## config.mk

```make
export PLATFORM = sky130hd
export DESIGN_NAME = out_channel_ram
export DESIGN_NICKNAME = d
export VERILOG_FILES = /design/src/rtl/out_channel_ram.sv
export SDC_FILE = /design/constraint.sdc
export NUM_CORES = 1
export LEC_CHECK = 0
export BUFFER_PORTS_ARGS = -buffer_cell sky130_fd_sc_hd__buf_4
export CORE_ASPECT_RATIO = 0.8
export CORE_MARGIN = 1.5
export CORE_UTILIZATION = 60
export CTS_BUF_LIST = sky130_fd_sc_hd__clkbuf_8
export CTS_CLUSTER_DIAMETER = 40
export CTS_CLUSTER_SIZE = 28
export DETAILED_ROUTE_END_ITERATION = 10
export PLACE_DENSITY = 0.79
export SLEW_MARGIN = 20
export SYNTH_ARGS = -nofsm -noshare
export SYNTH_HDL_FRONTEND = slang
export SYNTH_SLANG_ARGS = --single-unit
```

## constraint.sdc

```tcl
create_clock -name clk -period 1.9 [get_ports clk]
set_input_delay 0.095 -clock clk [delete_from_list [all_inputs] [get_ports clk]]
set_output_delay 0.095 -clock clk [all_outputs]
set_load 0.02 [all_outputs]
```

## src/rtl/out_channel_ram.sv

```systemverilog
// out_channel_ram: N x W storage, one write port and one combinational read port, no reset
module out_channel_ram #(
  parameter int W  = 12,
  parameter int N  = 8,
  parameter int AW = 3
) (
  input  logic          clk,
  input  logic          i_we,
  input  logic [AW-1:0] i_waddr,
  input  logic [W-1:0]  i_wdata,
  input  logic [AW-1:0] i_raddr,
  output logic [W-1:0]  o_rdata
);
  logic [W-1:0] r_mem [N];
  always_ff @(posedge clk)
    if (i_we) r_mem[i_waddr] <= i_wdata;
  assign o_rdata = r_mem[i_raddr];
endmodule

```

=== Yosys cells after proc, flatten, opt, wreduce, memory -nomap -nowiden ===
Memory sizes are Yosys's and may differ from the RTL's.
Index checks and enable logic that the tools add are counted.

* Memory bits (writable): 96
* Memories: 1
* Bits in registers: 0
* Word-level logic and storage cells: 3

{| class="wikitable"
|+ Memory list
! memory !! depth !! width !! read ports !! clocked after memory_dff !! write ports !! RTL line !! source
|-
| r_mem || 8 || 12 || 1 || 0 || 1 || 14 || <nowiki>logic [W-1:0] r_mem [N];</nowiki>
|}

* Multiplexer cells: 2

{| class="wikitable"
|+ Operators with widths
! operator !! number
|-
| $mux W1 || 2
|}

=== Longest topological paths before layout ===
* Word-level depth: 2
* Gate-level depth with buffers: 4

=== Worst setup path after synthesis ===
Ideal clock, no wire load.

* Path type: input-to-reg
* Start: input i_waddr[2]
* End: memory r_mem[0][0], enable pin
* Cell stages on the path: 2
* Slack: 363 ps
* Data arrival time: 1,140 ps
* Path buffers: 0
* Cells stage by stage: nand2b_1 nor3_1

{| class="wikitable"
|+ RTL lines
! what !! RTL line !! source
|-
| from (decl) || 9 || <nowiki>input logic [AW-1:0] i_waddr,</nowiki>
|-
| to (decl) || 14 ||
|}

No word-level cell before the write port.

=== Worst setup path after layout ===
* Start: memory r_mem[3][9]
* End: output o_rdata[9]

* Cells in the longest elaborated chain, start to end: 1

{| class="wikitable"
|+ RTL lines
! what !! RTL line !! source
|-
| $mem_v2 Z8 W12 || - ||
|-
| to (decl) || 12 || <nowiki>output logic [W-1:0] o_rdata</nowiki>
|}

Every way passes these cells.

==> impl_metrics.json <==
{
  "place_congestion": 0.667,
  "grtUsageTotal_pct": 21.1,
  "critical_path.top_delay_family": "multiplexers",
  "setup_tns_ns": 0,
  "drtAntennaViolNets": 0,
  "hp-start": "i_waddr[1]",
  "max_freq_mhz": 547,
  "port_buffers": 31,
  "drc": 0,
  "use_met3_pct": 7.76,
  "critPathBufInv": 1,
  "synth_top_area_share_pct": 76.9,
  "cp_data_arrival_time_ns": 1.73,
  "rsz0062_at_grt": "false",
  "critPathMaxFanout": 1,
  "design_area_mm2": 0.00442,
  "dpl-instance-area_mm2": 0.00412,
  "worstMarginPinSlew_ns": 0.397,
  "clock-sinks": 96,
  "setup_viol": 0,
  "ioPinCount": 32,
  "met1_usage_pct": 25.5,
  "wire_per_inst_um": 21.2,
  "path_cells": "mux4_1 -> mux2_2 -> buf_4",
  "clkTransAtPathRegs_ns": 0.09,
  "critPathCaptureType": "primary output",
  "hpwlAfterDp_mm": 3.68,
  "critical_path_class": "reg2out",
  "top_register": "r_mem",
  "hold_depth": 3,
  "fin_nets": 229,
  "htreeDepth": 3,
  "fp.dieArea_mm2": 0.00673,
  "synthDistinctLibCells": 11,
  "largest_reg_flops": 96,
  "drt_pre_antenna_iters": 4,
  "fillCellCount": 327,
  "power.density_mw_per_mm2": 898,
  "period_minus_slack_ns": 1.83,
  "dp_cells": 267,
  "busiest_layer": "met2",
  "final_common_cell": "edfxtp_1",
  "final_cell_mix": "96 x edfxtp_1, 41 x buf_4, 21 x mux4_1, 12 x mux2_2, 12 x dlygate4sd3_1",
  "synthesis.area_mm2": 0.00375,
  "ir_drop_mv": 0.593,
  "p_leak_nw": 1.53,
  "min_path_type": "in2reg",
  "slowest_delay_ns": 0.54,
  "final-hold-violation-count": 0,
  "min_to": "r_mem[0][1]",
  "fin_crit_sh_pct": 96.3,
  "area_delta_synth_final_pct": 18.1,
  "maxSlewViolCount": 0,
  "syn_inst": 152,
  "numCtsBuffers": 9,
  "start_util_pct": 62.7,
  "antennaDiodeCount": 0,
  "syn-num-nets": 172,
  "syn_area_per_cell_um2": 24.7,
  "synth_seq_cells": 96,
  "drt-initial-drc-count": 93,
  "yosysTopAreaCell": "edfxtp_1",
  "num_rows": 25,
  "grt.overflow.total": 0,
  "met2_usage_pct": 35.8,
  "cts_tree": "done",
  "die_y_um": 73.7,
  "clk_root_buffer_cell": "clkbuf_8",
  "synth_warnings": 0,
  "grt_max_degree": 25,
  "status": "finished clean",
  "final_cell_count_no_fill": 295,
  "timing.slew.headroom_pct": 73.5,
  "die_x_um": 91.4,
  "crit_required_ns": 1.80,
  "routed_wl_mm": 6.25,
  "vias_per_cell": 5.79,
  "grt_pass1_vias": 1803,
  "via_count": 1707,
  "drv_cap": 0,
  "power_mw": 3.97,
  "worst_setup_path_start_kind": "flop",
  "synthTopCellsByArea": "edfxtp_1 77%, mux4_1 15%, mux2_2 3.6%, mux4_2 1.8%, buf_6 0.90%",
  "postCtsSetupRepairBufs": 0,
  "drive_gt1_share_pct": 33.6,
  "fp.coreArea_mm2": 0.00597,
  "yosysSeqAreaShare_pct": 76.9,
  "grt_first_pass_wirelength_mm": 9.61,
  "top_regs": "r_mem x96",
  "cts_buffer_depth": 2,
  "antenna_found_initial": 0,
  "cp_slowest_cell": "mux4_1"
}
-- through the flow --
step                      utilization [%]  setup WS (ns)  hold WS (ns)
final                                74.1         0.0711         0.238
after global routing                 74.1         0.0137         0.225
after CTS                            74.1         0.0620         0.219
after detailed placement             68.9          0.274         0.328
after global placement               68.9          0.278         0.318
after floorplan                         -          0.363         0.194
-- area by class of cell --
class                           instances  area (um2)  area share [%]
Multi-Input combinational cell         49         823            18.6
Tap cell                               81         101            2.29
Sequential cell                        96        2880            65.2
Clock inverter                          7        65.1            1.47
Timing Repair Buffer                   53         428            9.67
Clock buffer                            9         124            2.80
-- synth_stat cells, drive strengths merged --
master	n
nand2	2
clkbuf	2
nor2	6
mux4	24
mux2	12
edfxtp	96
buf	5
nor3	2
nand2b	3
-- how the worst max path moves through the flow --
stage,start,to,slack [ns],depth (start not counted)
after global placement,i_raddr[0],o_rdata[6],0.28,4
after CTS,r_mem[3][4],o_rdata[4],0.06,3
after floorplan,i_waddr[2],r_mem[0][0],0.36,2
after detailed placement,i_raddr[0],o_rdata[4],0.27,4
after global routing,r_mem[3][9],o_rdata[9],0.01,3
final,r_mem[3][9],o_rdata[9],0.07,3
-- logic make-up after synthesis --
logic type / share of synthesized area [%]
flip-flops: 76.9
buffers and inverters: 1.37
AND/OR/NAND/NOR: 1.57
multiplexers: 20.1
-- layer usage --
| metal | vias up | wire length, um |
|---|---|---|
| met1 | 887 | 2770 |
| met2 | 38 | 3160 |
| li1 | 773 | - |
| met5 | - | 0 |
| met4 | 0 | 95 |
| met3 | 9 | 233 |
-- where the power goes --
group          switching (mW)  total, mW  internal, mW
logic                   0.158      0.325         0.166
registers              0.0147       2.41          2.40
clock network           0.639       1.23         0.595
-- worst min-delay path, delay by kind of cell --
kind	cells	cell delay, ns
simple gates	1	0.05
buf+inv	2	0.27
-- repair_timing --
action / CTS / global route
endpoints found under the hold margin: 96 / 0
gates resized for setup: 0 / 0
hold buffers: 12 / 0
endpoints found under the setup margin: 0 / 0
Power figures use the tool's default switching activity.
